## config.mk

```make
export PLATFORM = sky130hd
export DESIGN_NAME = apb_node_tmo
export DESIGN_NICKNAME = d
export VERILOG_FILES = /design/src/rtl/apb_node_pkg.sv /design/src/rtl/apb_node_addr_dec.sv /design/src/rtl/apb_node_tmo.sv
export SDC_FILE = /design/constraint.sdc
export NUM_CORES = 1
export LEC_CHECK = 0
export BUFFER_PORTS_ARGS = -buffer_cell sky130_fd_sc_hd__buf_2
export CORE_AREA = 4 4 223 225
export DETAILED_ROUTE_END_ITERATION = 7
export DIE_AREA = 0 0 227 229
export GPL_TIMING_DRIVEN = 1
export MAX_ROUTING_LAYER = met4
export SLEW_MARGIN = 5
export SYNTH_ARGS = -nofsm -noshare
export SYNTH_HDL_FRONTEND = slang
export SYNTH_SLANG_ARGS = --single-unit
export TNS_END_PERCENT = 20
```

## constraint.sdc

```tcl
create_clock -name clk_i -period 3.3 [get_ports clk_i]
set_input_delay 0.495 -clock clk_i [delete_from_list [all_inputs] [get_ports clk_i]]
set_output_delay 0.495 -clock clk_i [all_outputs]
set_load 0.02 [all_outputs]
```

## src/rtl/apb_node_pkg.sv

```systemverilog
// Shared types and constants for the APB fan-out node with timeout watchdog.
package apb_node_pkg;

    typedef enum logic [1:0] {
        IDLE   = 2'd0,
        SETUP  = 2'd1,
        ACCESS = 2'd2,
        ERR    = 2'd3
    } state_e;

    localparam logic OKAY   = 1'b0;
    localparam logic SLVERR = 1'b1;

    // Width of a binary slave index; a single slave still needs one bit.
    function automatic int idx_width(input int n);
        return (n > 1) ? $clog2(n) : 1;
    endfunction

endpackage

```

## src/rtl/apb_node_addr_dec.sv

```systemverilog
// Priority range decoder: slave k hits when start_k <= addr <= end_k; lowest index wins.
module apb_node_addr_dec
    import apb_node_pkg::*;
#(
    parameter int NB_SLAVES      = 4,
    parameter int APB_ADDR_WIDTH = 32,
    parameter int IDX_W          = idx_width(NB_SLAVES)
) (
    input  logic [APB_ADDR_WIDTH-1:0]           addr,
    input  logic [NB_SLAVES*APB_ADDR_WIDTH-1:0] start_addr,
    input  logic [NB_SLAVES*APB_ADDR_WIDTH-1:0] end_addr,
    output logic [NB_SLAVES-1:0]                hit,
    output logic [IDX_W-1:0]                    idx,
    output logic                                miss
);

    // NOTE: every output gets a default before the loop so no path leaves one unassigned (no latch).
    always_comb begin
        hit  = '0;
        idx  = '0;
        miss = 1'b1;
        // Scan downward so the lowest matching index is the last one written.
        for (int k = NB_SLAVES - 1; k >= 0; k--) begin
            if (addr >= start_addr[k*APB_ADDR_WIDTH +: APB_ADDR_WIDTH] &&
                addr <= end_addr[k*APB_ADDR_WIDTH +: APB_ADDR_WIDTH]) begin
                hit    = '0;
                hit[k] = 1'b1;
                idx    = IDX_W'(k);
                miss   = 1'b0;
            end
        end
    end

endmodule

```

## src/rtl/apb_node_tmo.sv

```systemverilog
// APB fan-out node: decodes the upstream access to one of NB_SLAVES, re-times SETUP/ACCESS,
// and aborts hung accesses with SLVERR after TMO_CYCLES ACCESS cycles (0 disables the watchdog).
module apb_node_tmo
    import apb_node_pkg::*;
#(
    parameter int NB_SLAVES      = 4,
    parameter int APB_ADDR_WIDTH = 32,
    parameter int APB_DATA_WIDTH = 32,
    parameter int TMO_CYCLES     = 255,
    parameter int TMO_CNT_WIDTH  = 8
) (
    input  logic                                clk_i,
    input  logic                                rst_ni,
    input  logic [APB_ADDR_WIDTH-1:0]           s_paddr,
    input  logic [APB_DATA_WIDTH-1:0]           s_pwdata,
    input  logic                                s_pwrite,
    input  logic                                s_psel,
    input  logic                                s_penable,
    output logic [APB_DATA_WIDTH-1:0]           s_prdata,
    output logic                                s_pready,
    output logic                                s_pslverr,
    output logic [APB_ADDR_WIDTH-1:0]           m_paddr,
    output logic [APB_DATA_WIDTH-1:0]           m_pwdata,
    output logic                                m_pwrite,
    output logic [NB_SLAVES-1:0]                m_psel,
    output logic                                m_penable,
    input  logic [NB_SLAVES*APB_DATA_WIDTH-1:0] m_prdata,
    input  logic [NB_SLAVES-1:0]                m_pready,
    input  logic [NB_SLAVES-1:0]                m_pslverr,
    input  logic [NB_SLAVES*APB_ADDR_WIDTH-1:0] start_addr_i,
    input  logic [NB_SLAVES*APB_ADDR_WIDTH-1:0] end_addr_i,
    output logic                                tmo_irq_o,
    output logic [TMO_CNT_WIDTH-1:0]            tmo_cnt_o
);

    localparam int             IDX_W   = idx_width(NB_SLAVES);
    localparam int             WD_W    = (TMO_CYCLES > 1) ? $clog2(TMO_CYCLES) : 1;
    localparam bit             TMO_EN  = (TMO_CYCLES > 0);
    localparam logic [WD_W-1:0] WD_LAST = WD_W'((TMO_CYCLES > 0) ? TMO_CYCLES - 1 : 0);

    state_e                    state_q, state_d;
    logic [IDX_W-1:0]          idx_q;
    logic [WD_W-1:0]           wdog_q;
    logic [NB_SLAVES-1:0]      dec_hit;
    logic [IDX_W-1:0]          dec_idx;
    logic                      dec_miss;
    logic                      latch, abort;
    logic                      sel_ready, sel_err;
    logic [APB_DATA_WIDTH-1:0] sel_rdata;

    apb_node_addr_dec #(
        .NB_SLAVES      (NB_SLAVES),
        .APB_ADDR_WIDTH (APB_ADDR_WIDTH),
        .IDX_W          (IDX_W)
    ) u_dec (
        .addr       (s_paddr),
        .start_addr (start_addr_i),
        .end_addr   (end_addr_i),
        .hit        (dec_hit),
        .idx        (dec_idx),
        .miss       (dec_miss)
    );

    always_comb begin
        sel_ready = 1'b0;
        sel_err   = OKAY;
        sel_rdata = '0;
        for (int k = 0; k < NB_SLAVES; k++) begin
            if (idx_q == IDX_W'(k)) begin
                sel_ready = m_pready[k];
                sel_err   = m_pslverr[k];
                sel_rdata = m_prdata[k*APB_DATA_WIDTH +: APB_DATA_WIDTH];
            end
        end
    end

    // NOTE: state registers use non-blocking assignments so every flop samples pre-edge values.
    always_ff @(posedge clk_i or negedge rst_ni) begin
        if (!rst_ni) state_q <= IDLE;
        else         state_q <= state_d;
    end

    always_comb begin
        state_d   = state_q;
        latch     = 1'b0;
        abort     = 1'b0;
        s_pready  = 1'b0;
        s_pslverr = OKAY;
        s_prdata  = '0;
        unique case (state_q)
            IDLE: begin
                if (s_psel && !s_penable) begin
                    latch   = 1'b1;
                    state_d = dec_miss ? ERR : SETUP;
                end
            end
            SETUP: state_d = ACCESS;
            ACCESS: begin
                s_pready  = sel_ready;
                s_pslverr = sel_err;
                s_prdata  = sel_rdata;
                // A ready slave wins over a watchdog expiring in the same cycle.
                if (sel_ready) begin
                    state_d = IDLE;
                end else if (TMO_EN && wdog_q == WD_LAST) begin
                    abort   = 1'b1;
                    state_d = ERR;
                end
            end
            ERR: begin
                s_pready  = 1'b1;
                s_pslverr = SLVERR;
                state_d   = IDLE;
            end
            default: state_d = IDLE;
        endcase
    end

    always_ff @(posedge clk_i or negedge rst_ni) begin
        if (!rst_ni) begin
            m_paddr   <= '0;
            m_pwdata  <= '0;
            m_pwrite  <= 1'b0;
            m_psel    <= '0;
            m_penable <= 1'b0;
            idx_q     <= '0;
            wdog_q    <= '0;
            tmo_irq_o <= 1'b0;
            tmo_cnt_o <= '0;
        end else begin
            tmo_irq_o <= abort;
            if (latch) begin
                m_paddr  <= s_paddr;
                m_pwdata <= s_pwdata;
                m_pwrite <= s_pwrite;
                idx_q    <= dec_idx;
                m_psel   <= dec_hit;
            end
            if (state_q == SETUP) begin
                m_penable <= 1'b1;
                wdog_q    <= '0;
            end
            if (state_q == ACCESS) begin
                if (sel_ready || abort) begin
                    m_psel    <= '0;
                    m_penable <= 1'b0;
                end else if (TMO_EN) begin
                    wdog_q <= wdog_q + 1'b1;
                end
            end
            if (abort && tmo_cnt_o != '1) tmo_cnt_o <= tmo_cnt_o + 1'b1;
        end
    end

endmodule

```

After elaboration in Yosys (flattened, before gate mapping). Index checks and enable logic that the tools add are counted.

Register bits: 91. Memory bits (read-only): 0. Logic and storage cells: 87. Memories: 0. Output and inout port bits: 113. Bits in writable memories: 0. Bits of input ports: 461. Latch bits: 0.

Equal/unequal tests: 10. Multiplexer cells: 46. Add/sub/neg operators: 2. Bitwise gates (word level): 0. Order comparisons: 8. Multiply operators: 0. Shifts and indexed selects: 0. Reduce and logical (&&, ||, !) cells: 11. Divide/modulo/power cells: 0.

Operator list (count): $mux 32 (5); $ge 32x32->1 (4); $le 32x32->1 (4); $mux 4 (7); $mux 8 (3); $mux 1 (20); $add 8x1->8 const B (2); $mux 2 (8); $eq 2x2->1 const B (4); $eq 8x8->1 const B (1); $ne 8x8->1 const B (1); $pmux 2 s4 (1); $logic_and 1x1->1 (6); $eq 2x1->1 const B (2); $logic_not 2->1 (2); $pmux 1 s2 (2); $ne 3x3->1 const B (1); $ne 2x2->1 const B (1); $reduce_and 2->1 (1); $logic_not 1->1 (1); $logic_or 1x1->1 (1).

Longest topological paths before layout. Gate-level depths: netlist of run 1.

Word-level depth: 10. Depth in mapped cells: 10. Mapped depth without buffers: 10.

Hierarchy. Synthesis of run 1 repeated with hierarchy kept, for this count alone.

Cells, all modules: 1220. Area total of the unflattened synthesis: 11136.9 um^2.

Modules (own cells, without submodules): apb_node_addr_dec (times used 1, seq. area each 0.0 um^2, cells each 894, area an instance 6491.2 um^2); apb_node_tmo (times used 1, seq. area each 2277.2 um^2, cells each 326, area an instance 4645.7 um^2).

Worst setup path before layout of run 1. No wires, ideal clock.

Path kind: input port to flip-flop. From: input port start_addr_i[78]. To: register m_psel[2]. Slack: 562 ps. Cell stages on the path: 10. Library setup time: 73 ps. Arrival: 2664 ps. Required time: 3227 ps. Path through: inv_1 -> ha_1 -> nand4_2 -> or3_1 -> a221oi_2 -> o41ai_1 -> nor4bb_1 -> or4b_4 -> or3_1 -> a21oi_2.

Longest elaborated chain between the ends: 8.

Ends and longest elaborated chain: start, declared (line apb_node_tmo.sv:30) `input logic [NB_SLAVES*APB_ADDR_WIDTH-1:0] start_addr_i,`; $ge 32x32->1 (*) (line apb_node_addr_dec.sv:24) `if (addr >= start_addr[k*APB_ADDR_WIDTH +: APB_ADDR_WIDTH] &&`; $logic_and 1x1->1 (*) (line apb_node_addr_dec.sv:24); $mux 4 (*) (3 in series) (line apb_node_addr_dec.sv:24); $mux 4 (*) (line apb_node_tmo.sv:132) `if (latch) begin`; $mux 4 (line apb_node_tmo.sv:144) `if (sel_ready || abort) begin`; $mux 4 (*) (line apb_node_tmo.sv:143) `if (state_q == ACCESS) begin`; end signal, assigned (line apb_node_tmo.sv:137) `m_psel <= dec_hit;`; end, declared (line apb_node_tmo.sv:25) `output logic [NB_SLAVES-1:0] m_psel,`.

Every way passes the cells marked *; elsewhere a longest branch is shown, timed or not. A chain may end at the register's enable or synchronous reset.

Worst setup path after layout of run 1.
From: input port s_paddr[0]. To: register m_psel[2].

Longest elaborated chain between the ends: 8.

Ends and longest elaborated chain: start, declared (line apb_node_tmo.sv:14) `input logic [APB_ADDR_WIDTH-1:0] s_paddr,`; $ge 32x32->1 or $le 32x32->1 (tied branches) (line apb_node_addr_dec.sv:24, apb_node_addr_dec.sv:25); $logic_and 1x1->1 (line apb_node_addr_dec.sv:24); $mux 4 (2 in series) (line apb_node_addr_dec.sv:24); $mux 4 (*) (line apb_node_addr_dec.sv:24); $mux 4 (*) (line apb_node_tmo.sv:132); $mux 4 (line apb_node_tmo.sv:144); $mux 4 (*) (line apb_node_tmo.sv:143).

Marks and branches as above.

==> results of run 1 <==
-- routing by layer --
metal  wire [um]  vias to the layer above  track usage
met2       28400                      457        0.382
met1       22000                     5817        0.231
met3        2830                       78       0.0229
li1            -                     5957            -
met4        2240                        0       0.0720
met5           0                        -            -
-- per-stage QoR --
stage                     total power [mW]  setup WS, ns  utilization  std cells  cell area [um2]
final                                 7.40         0.112        0.324       2614            15400
after detailed placement              6.38        -0.594        0.318       2592            15100
after floorplan                       4.37         0.562            -       1356            11000
after global placement                6.31        -0.538        0.318       2592            15100
after global routing                  7.93       0.00934        0.324       2613            15400
after CTS                             7.51        0.0708        0.324       2608            15400
-- state kept, by name, indices dropped and copies added (netlist names) --
name / flops
idx_q: 2
state_q: 2
tmo_cnt_o: 8
m_pwrite: 1
m_paddr: 32
wdog_q: 8
m_pwdata: 32
m_penable: 1
tmo_irq_o: 1
m_psel: 4
-- logic make-up after synthesis --
group,Yosys count,share of synthesized area
muxes,38,0.0737
DFF,91,0.208
xor gates and xnor gates,7,0.00560
and+or+nand+nor,460,0.196
AOI/OAI and AO/OA,214,0.123
adders and majority gates,259,0.296
buffers and inverters,287,0.0988
-- report_power, final --
| part | switching, mW | internal [mW] |
|---|---|---|
| Clock | 0.469 | 0.598 |
| Combinational | 2.74 | 1.71 |
| Sequential | 0.316 | 1.57 |
| Total | 3.53 | 3.88 |
-- final cells by class --
type,instances,area [um2]
flip-flops and latches,91,2280
well taps,615,769
inverters,260,976
repair buffers,648,3470
fillers,5101,32100
clock buffers,10,229
diodes,6,15.0
clock inverters,6,71.3
multi-input cells,978,7600
-- cell usage after synthesis (5+ instances only) --
cell type and count:
a21oi_1 92, o21ai_0 33, nor2b_1 36, clkbuf_1 20, buf_1 5, a21o_1 19, nand2_1 266, nand3_1 34
and4_1 10, xnor2_1 6, nor2_1 29, dfrtp_1 91, nor4_1 8, a211oi_1 13, ha_1 259, nor3_1 8
nand4_1 46, inv_1 260, mux4_2 34, a221oi_1 9, nand2b_1 5, o31ai_1 6, o211ai_1 8, a2111oi_0 7
-- repair_timing --
| item | CTS | global route |
|---|---|---|
| hold buffers | 0 | 0 |
| gates resized for setup | 1 | 0 |
| setup endpoints to repair | 4 | 0 |
-- placed cells by master (no fill, tap or decap), types with 3 or more instances in the layout --
master	count
buf_2	572
nand2_1	266
inv_1	260
ha_1	259
a21oi_1	92
dfrtp_1	90
buf_4	73
nand4_1	46
nor2b_1	36
nand3_1	34
mux4_2	34
o21ai_0	33
nor2_1	29
a21o_1	19
a211oi_1	13
and4_1	10
a221oi_1	9
clkbuf_16	9
o211ai_1	8
nor4_1	8
nor3_1	8
a2111oi_0	7
diode_2	6
o31ai_1	6
xnor2_1	6
nand2b_1	5
o21a_1	3
a221o_1	3
or3_1	3
and3_1	3
mux2i_1	3
o22ai_1	3
buf_12	3
-- worst paths after layout --
check,start,endpoint,depth (start not counted)
worst max-delay path,s_paddr[0],m_psel[2],14
worst min-delay path,rst_ni,m_pwdata[15],1
worst max register to register,idx_q[0],wdog_q[5],5
worst min register to register,m_paddr[1],m_paddr[1],2
max in group asynchronous,rst_ni,m_paddr[11],2
min in group clk_i,s_pwrite,m_pwrite,3
-- critical path: stages --
cell and delay, ns:
buf_2 0.10, inv_1 0.30, buf_4 0.22, ha_1 0.22, nor2_1 0.10, a21oi_1 0.07, o311ai_1 0.56, buf_4 0.25
a21oi_1 0.06, o221ai_1 0.28, buf_4 0.18, o41ai_1 0.09, or3_1 0.41, a21oi_2 0.11
==> qor.csv, run 1 <==
metric,value,unit
status,finished clean,
gr ovfl total,0,
Vias,12300,
post-synthesis net count,2076,
peak supply drop,0.271,mV
library cells used by synthesis,56,
port bufs,573,
share of the synthesized area in the top cell type,0.296,
post-synth top area cell,ha_1,
crit start category,input port,
max frequency,314,MHz
drt pass-1 iters,5,
PD cells,480,mW/mm2
syn_area_per_cell,8.08,um2
TritonCTS clock tree,yes,
Synth async-reset ratio,1.00,
CP Max Fanout,6,
worst-skew pair later-pin latency,0.34,ns
post-synthesis sequential area ratio,0.208,
Global Route Usage Sum,0.208,
final hold violation count,0,
synthesized area,0.0110,mm2
Root Driver,clkbuf_16,
Worst-path clk slew,0.07,ns
first-pass GRT wire length,78000,um
initial antenna violation count,7,
CTS H-tree lvls,3,
full die area,0.0520,mm2
Row Count,80,
clk_skew,0.00702,ns
final antenna-violating net count,0,
die outline height,229,um
yosys warns,0,
final setup TNS,0,ns
ys flop type,dfrtp_1,
CP Capture Type,flip-flop,
vias in the first global route,12900,
CP arrival,3.46,ns
Inserted Clock Buffers,9,
drc violations,0,
fin crit share,0.966,
Tightest Pin Transition,0.754,ns
Synth area leaders,"ha_1 (30%), dfrtp_1 (21%), nand2_1 (9.1%)",
Seq cells post-synth,91,
number of max-slew violations in the final report,0,
Static Leak,9.06,nW
dpl hpwl,48300,um
Setup Crit Path Kind,in2reg,
max_cap viols,0,
core area,0.0475,mm2
Worst Hold Slack,0.206,ns
clk sinks,91,
Die Wd,227,um
"Net count, final",2708,
WP data required,3.57,ns
HP Class,in2async,
relative slew slack,0.497,
R2R Setup Slk,0.76,ns
largest net degree at the start of global routing,76,
unrepaired setup endpoints after global routing,false,
min cycle time layout,3.19,ns
final WL,55500,um
Ports,574,
share of layout cells above drive strength 1,0.354,
Final Wtd Congestion,0.965,
wire length per cell,21.2,um
Initial Utilization,0.230,
Post-CTS Setup Inserts,0,
P&R area growth vs syn,40.7,%
Setup Viol. Count Final,0,
Cells after Synth,1356,
DR iter-0 viols,594,
Post-synth EDFFs,0,
Clock Path Buffers,2,
via density per instance,4.71,
(Power assumes the default switching activity.)
==> run 2: changes to the inputs <==
--- a/config.mk
+++ b/config.mk
@@ -7,9 +7,12 @@
 export LEC_CHECK = 0
 export BUFFER_PORTS_ARGS = -buffer_cell sky130_fd_sc_hd__buf_2
-export CORE_AREA = 4 4 223 225
+export CELL_PAD_IN_SITES_DETAIL_PLACEMENT = 1
+export CELL_PAD_IN_SITES_GLOBAL_PLACEMENT = 2
+export CORE_AREA = 4 4 219 221
 export DETAILED_ROUTE_END_ITERATION = 7
-export DIE_AREA = 0 0 227 229
+export DIE_AREA = 0 0 223 225
 export GPL_TIMING_DRIVEN = 1
 export MAX_ROUTING_LAYER = met4
+export PLACE_DENSITY_LB_ADDON = 0.1
 export SLEW_MARGIN = 5
 export SYNTH_ARGS = -nofsm -noshare
==> constraint.sdc (replaced) <==
create_clock -name clk_i -period 3.3 [get_ports clk_i]
set_input_delay 0.495 -clock clk_i [delete_from_list [all_inputs] [get_ports clk_i]]
set_output_delay 0.495 -clock clk_i [all_outputs]
set_load 0.1 [all_outputs]
==> run 2 against run 1 <==
Net effect: non-clock buffer count shrank 3; sequential cell count is the same; largest cell class unchanged; register-to-register slack lost 0.08 ns; via count shrank 1.5%; core utilization grew 1.1 points; highest routed layer unchanged; clock power grew 9%; combinational power grew 80%; sequential share of layout area shrank 0.051 points; die area shrank 3.5%; power grew 49%; critical path type unchanged; worst setup slack lost 0.030 ns.
==> qor.csv, run 2 (synthesis gave the netlist of run 1 again) <==
metric,value,unit,change
status,finished clean,,unchanged
max frequency,311,MHz,was 314 MHz
Setup WS pre-CTS,-0.580,ns,was -0.594 ns
Tightest Pin Transition,0.690,ns,was 0.754 ns
PD cells,716,mW/mm2,was 480 mW/mm2
final setup TNS,0,ns,unchanged
crit start category,input port,,unchanged
"slowest stage delay, CP",0.62,ns,was 0.56 ns
fill count,5765,,was 5101
Top Registers,"m_paddr x32, m_pwdata x32",,unchanged
most frequent cell on the critical path,buf_4,,unchanged
Setup Viol. Count Final,0,,unchanged
number of max-slew violations in the final report,0,,unchanged
largest net degree at the start of global routing,54,,was 76
via density per instance,4.63,,was 4.71
peak supply drop,0.537,mV,was 0.271 mV
post-cts resize count,1,,unchanged
vias in the first global route,13200,,was 12900
total power draw,11.1,mW,was 7.40 mW
Root Driver,clkbuf_16,,unchanged
clk sinks,91,,unchanged
final hold violation count,0,,unchanged
drc violations,0,,unchanged
"commonest non-fill, non-tap cell in the layout",buf_2,,unchanged
hold buffer count at CTS,0,,unchanged
max_cap viols,0,,unchanged
CP Capture Type,flip-flop,,unchanged
dpl hpwl,49500,um,was 48300 um
Post-CTS Setup Inserts,0,,unchanged
initial antenna violation count,23,,was 7
Slowest cell on crit path,a221oi_1,,was o311ai_1
port bufs,573,,unchanged
Worst-path clk slew,0.08,ns,was 0.07 ns
final antenna-violating net count,0,,unchanged
CTS H-tree lvls,3,,unchanged
most frequent cells in the layout,"buf_2 (568), nand2_1 (266), inv_1 (260)",,"was buf_2 (572), nand2_1 (266), inv_1 (260)"
Ports,574,,unchanged
core area,0.0462,mm2,was 0.0475 mm2
Clock Path Buffers,2,,unchanged
Global Route Usage Sum,0.221,,was 0.208
gr ovfl total,0,,unchanged
CP Max Fanout,5,,was 6
HP Class,in2async,,unchanged
critical path startpoint,s_paddr[5],,was s_paddr[0]
WP data required,3.58,ns,was 3.57 ns
Inserted Clock Buffers,9,,unchanged
Initial Utilization,0.237,,was 0.230
Setup Crit Path Kind,in2reg,,unchanged
P&R area growth vs syn,41.2,%,was 40.7%
share of layout cells above drive strength 1,0.354,,about the same
relative slew slack,0.536,,was 0.497
crit path cell chain,buf_2 > buf_4 > ha_1 > a21oi_1 > o21ai_0 > a221oi_1 > buf_4 > a21oi_1 > o221ai_1 > buf_4 > o41ai_1 > or3_1 > a21oi_2,,was buf_2 > inv_1 > buf_4 > ha_1 > nor2_1 > a21oi_1 > o311ai_1 > buf_4 > a21oi_1 > o221ai_1 > buf_4 > o41ai_1 > or3_1 > a21oi_2
R2R Setup Slk,0.68,ns,was 0.76 ns
fin crit share,0.975,,was 0.966
Worst Hold Slack,0.116,ns,was 0.206 ns
DR iter-0 viols,430,,was 594
launching point of the worst reg2reg path,idx_q[0],,unchanged
Row Count,79,,was 80
unrepaired setup endpoints after global routing,false,,unchanged
min cycle time layout,3.22,ns,was 3.19 ns
"Net count, final",2705,,was 2708
Die Wd,223,um,was 227 um
TritonCTS clock tree,yes,,unchanged
drt pass-1 iters,4,,was 5
first-pass GRT wire length,81600,um,was 78000 um
Final Wtd Congestion,0.915,,was 0.965
wire length per cell,21.3,um,was 21.2 um
clk_skew,0.0125,ns,was 0.00702 ns
FF/Latch Area,0.00228,mm2,unchanged
die outline height,225,um,was 229 um
CP arrival,3.50,ns,was 3.46 ns
full die area,0.0502,mm2,was 0.0520 mm2
Vias,12100,,was 12300
worst-skew pair later-pin latency,0.36,ns,was 0.34 ns
final WL,55800,um,was 55500 um
Multi-input gate area,0.00761,mm2,was 0.00760 mm2
Setup WS post-layout,0.0825,ns,was 0.112 ns
Static Leak,9.05,nW,was 9.06 nW
-- run 2: cell types whose count changed in the layout (fill, tap and decap cells not counted), sizes merged --
cell,delta
buf,-3
bufinv,+1
clkinv,-1
diode,+17
-- run 2: final timing paths --
path,depth (start not counted),end
worst min register to register,2,m_pwdata[27]
max in group asynchronous,2,m_paddr[3]
min in group clk_i,3,m_pwdata[13]
worst max register to register,5,wdog_q[7]
worst min-delay path,1,m_pwdata[22]
worst max-delay path,13,m_psel[2]
-- run 2: routing by layer --
layer  routed length [um]  GRT usage  up-vias
li1                     -          -     5974
met1                22200      0.249     5775
met2                29800      0.405      331
met3                 2550     0.0343       46
met4                 1210     0.0624        0
met5                    0          -        -
-- run 2: cell type report --
cell class	instances	area share
tap	607	0.0491
timing repair buffer	645	0.224
clock buffer	10	0.0148
multi-input combinational	978	0.492
inverter	260	0.0631
clock inverter	6	0.00623
sequential	91	0.147
antenna	23	0.00372
-- run 2: through the flow --
step / utilization / std cells / cell area, um2
after floorplan: - / 1356 / 11000
after global placement: 0.327 / 2581 / 15100
after detailed placement: 0.327 / 2581 / 15100
after CTS: 0.334 / 2597 / 15400
after global routing: 0.335 / 2618 / 15500
final: 0.335 / 2620 / 15500
-- run 2: power by group --
group	internal, mW	switching [mW]
clock network	0.676	0.491
registers	1.57	0.300
logic	1.71	6.32
-- run 2: worst max-delay path: cells and delay by family --
family / cells / cell delay (ns)
fa+ha+maj: 1 / 0.31
simple gates: 1 / 0.40
compound gates: 7 / 1.53
buf+inv: 4 / 0.75
==> run 3: changes to the inputs <==
Settings changed: CTS_BUF_LIST from default to sky130_fd_sc_hd__clkbuf_16, CTS_CLUSTER_SIZE from default to 40.
==> run 3 against run 2 <==
Net effect: sequential power about the same; final area is the same; sequential cell count unchanged; fmax did not move; global-route usage unchanged; core utilization did not move; largest power group unchanged; worst setup slack unchanged; count of clock-buffer cells in the layout fell by 1; combinational power hardly changed; register-to-register slack hardly changed; first-iteration DRC count is the same; power hardly changed.
==> qor.csv, run 3 (synthesis gave the netlist of run 1 again) <==
metric,value,unit,change
status,finished clean,,unchanged
drc violations,0,,unchanged
DR iter-0 viols,430,,unchanged
drt pass-1 iters,4,,unchanged
share of layout cells above drive strength 1,0.354,,unchanged
CP Max Fanout,5,,unchanged
Final Wtd Congestion,0.915,,unchanged
CP Capture Type,flip-flop,,unchanged
core area,0.0462,mm2,unchanged
first-pass GRT wire length,81600,um,unchanged
fin cells,2620,,unchanged
Internal,3.95,mW,was 3.96 mW
wire length per cell,21.3,um,unchanged
met1 Usage GRT,0.249,,unchanged
TritonCTS clock tree,yes,,unchanged
Final Cell Area,0.0155,mm2,unchanged
clock share of power,0.105,,about the same
Root Driver,clkbuf_16,,unchanged
critical path startpoint,s_paddr[5],,unchanged
Tightest Pin Transition,0.690,ns,unchanged
max_cap viols,0,,unchanged
final antenna-violating net count,0,,unchanged
max frequency,311,MHz,unchanged
path depth of the worst reg2reg path,5,,unchanged
power share of the combinational group,0.726,,about the same
port bufs,573,,unchanged
"commonest non-fill, non-tap cell in the layout",buf_2,,unchanged
final setup TNS,0,ns,unchanged
min cycle time layout,3.22,ns,unchanged
Inserted Clock Buffers,9,,unchanged
Multi-input gate area,0.00761,mm2,unchanged
relative slew slack,0.536,,unchanged
dpl hpwl,49500,um,unchanged
switching share of power,0.643,,was 0.642
Ports,574,,unchanged
Die Wd,223,um,unchanged
fill count,5765,,unchanged
Sw Pwr,7.11,mW,about the same
Global Route Usage Sum,0.221,,unchanged
Initial Utilization,0.237,,unchanged
final hold violation count,0,,unchanged
PD cells,715,mW/mm2,was 716 mW/mm2
Vias,12100,,unchanged
die outline height,225,um,unchanged
CP arrival,3.50,ns,about the same
vias in the first global route,13200,,unchanged
worst-skew pair later-pin latency,0.36,ns,about the same
clk sinks,91,,unchanged
capturing point of the worst reg2reg path,wdog_q[7],,unchanged
Setup WS pre-CTS,-0.580,ns,unchanged
unrepaired setup endpoints after global routing,false,,unchanged
fin crit share,0.975,,unchanged
"Net count, final",2705,,unchanged
number of max-slew violations in the final report,0,,unchanged
met3 Usage GRT,0.0343,,unchanged
Setup Crit Path Kind,in2reg,,unchanged
placed cells,2581,,unchanged
R2R Setup Slk,0.68,ns,about the same
final WL,55800,um,unchanged
peak supply drop,0.537,mV,about the same
Static Leak,9.06,nW,was 9.05 nW
HP Class,in2async,,unchanged
initial antenna violation count,23,,unchanged
Worst Hold Slack,0.116,ns,unchanged
placed cell area,0.0151,mm2,unchanged
Row Count,79,,unchanged
clk_skew,0.0125,ns,unchanged
gr ovfl total,0,,unchanged
largest net degree at the start of global routing,54,,unchanged
total power draw,11.1,mW,about the same
Critical Path End,m_psel[2],,unchanged
crit start category,input port,,unchanged
via density per instance,4.63,,unchanged
CTS H-tree lvls,3,,unchanged
Flop pwr share,0.169,,about the same
GRT Max-Usage Layer,met2,,unchanged
WP data required,3.58,ns,about the same
FF/Latch Area,0.00228,mm2,unchanged
Worst-path clk slew,0.08,ns,about the same
full die area,0.0502,mm2,unchanged
launching point of the worst reg2reg path,idx_q[0],,unchanged
final core utilization,0.335,,unchanged
Setup WS post-layout,0.0825,ns,unchanged
Clock Path Buffers,2,,unchanged
Top Registers,"m_paddr x32, m_pwdata x32",,unchanged
GRT met2 Usage,0.405,,unchanged
P&R area growth vs syn,41.2,%,unchanged
most frequent cells in the layout,"buf_2 (568), nand2_1 (266), inv_1 (261)",,"was buf_2 (568), nand2_1 (266), inv_1 (260)"
Setup Viol. Count Final,0,,unchanged
run 3: cell count changes in the layout (fill, tap and decap cells not counted):
cell,previous run,this run
clkbuf_1,1,0
inv_1,260,261
run 3: repair_timing:
item | 4_1_cts | 5_1_grt
setup endpoints to repair | 4 | 2
setup buffers | 0 | 0
hold buffers | 0 | 0
gates resized for setup | 1 | 2
run 3: power by group through the flow:
stage	sequential, mW	combinational (mW)	clock [mW]
after CTS	1.88	8.13	1.21
after global placement	1.88	8.08	0
after floorplan	4.81	3.22	0
after global routing	1.94	8.46	1.25
after detailed placement	1.90	8.11	0
final	1.87	8.03	1.16
run 3: how the worst min path moves through the flow:
stage / to / slack [ns] / from / cells past startpoint
finish: m_pwdata[22] / 0.12 / rst_ni / 1
global route: m_pwdata[23] / 0.16 / rst_ni / 1
CTS: m_pwdata[22] / 0.13 / rst_ni / 1
detailed placement: m_pwdata[20] / 0.46 / m_pwdata[20] / 2
global placement: m_pwdata[16] / 0.45 / m_pwdata[16] / 2
floorplan: idx_q[0] / 0.20 / rst_ni / 0
run 3: critical path, stage by stage:
cell	delay, ns
buf_2	0.15
buf_4	0.17
ha_1	0.31
a21oi_1	0.18
o21ai_0	0.11
a221oi_1	0.62
buf_4	0.23
a21oi_1	0.06
o221ai_1	0.36
buf_4	0.20
o41ai_1	0.09
or3_1	0.40
a21oi_2	0.11
run 3: metal layers:
| layer | vias to the layer above | routed length [um] | part of all wire |
|---|---|---|---|
| met5 | - | 0 | 0 |
| met4 | 0 | 1210 | 0.022 |
| met3 | 46 | 2550 | 0.046 |
| met2 | 331 | 29800 | 0.53 |
| met1 | 5775 | 22200 | 0.40 |
| li1 | 5974 | - | - |
run 3: area by class of cell:
| type | instances | area share |
|---|---|---|
| multi-input combinational | 978 | 0.492 |
| inverter | 260 | 0.0631 |
| antenna | 23 | 0.00372 |
| clock buffer | 9 | 0.0146 |
| timing repair buffer | 645 | 0.224 |
| sequential | 91 | 0.147 |
| clock inverter | 7 | 0.00647 |
| tap | 607 | 0.0491 |
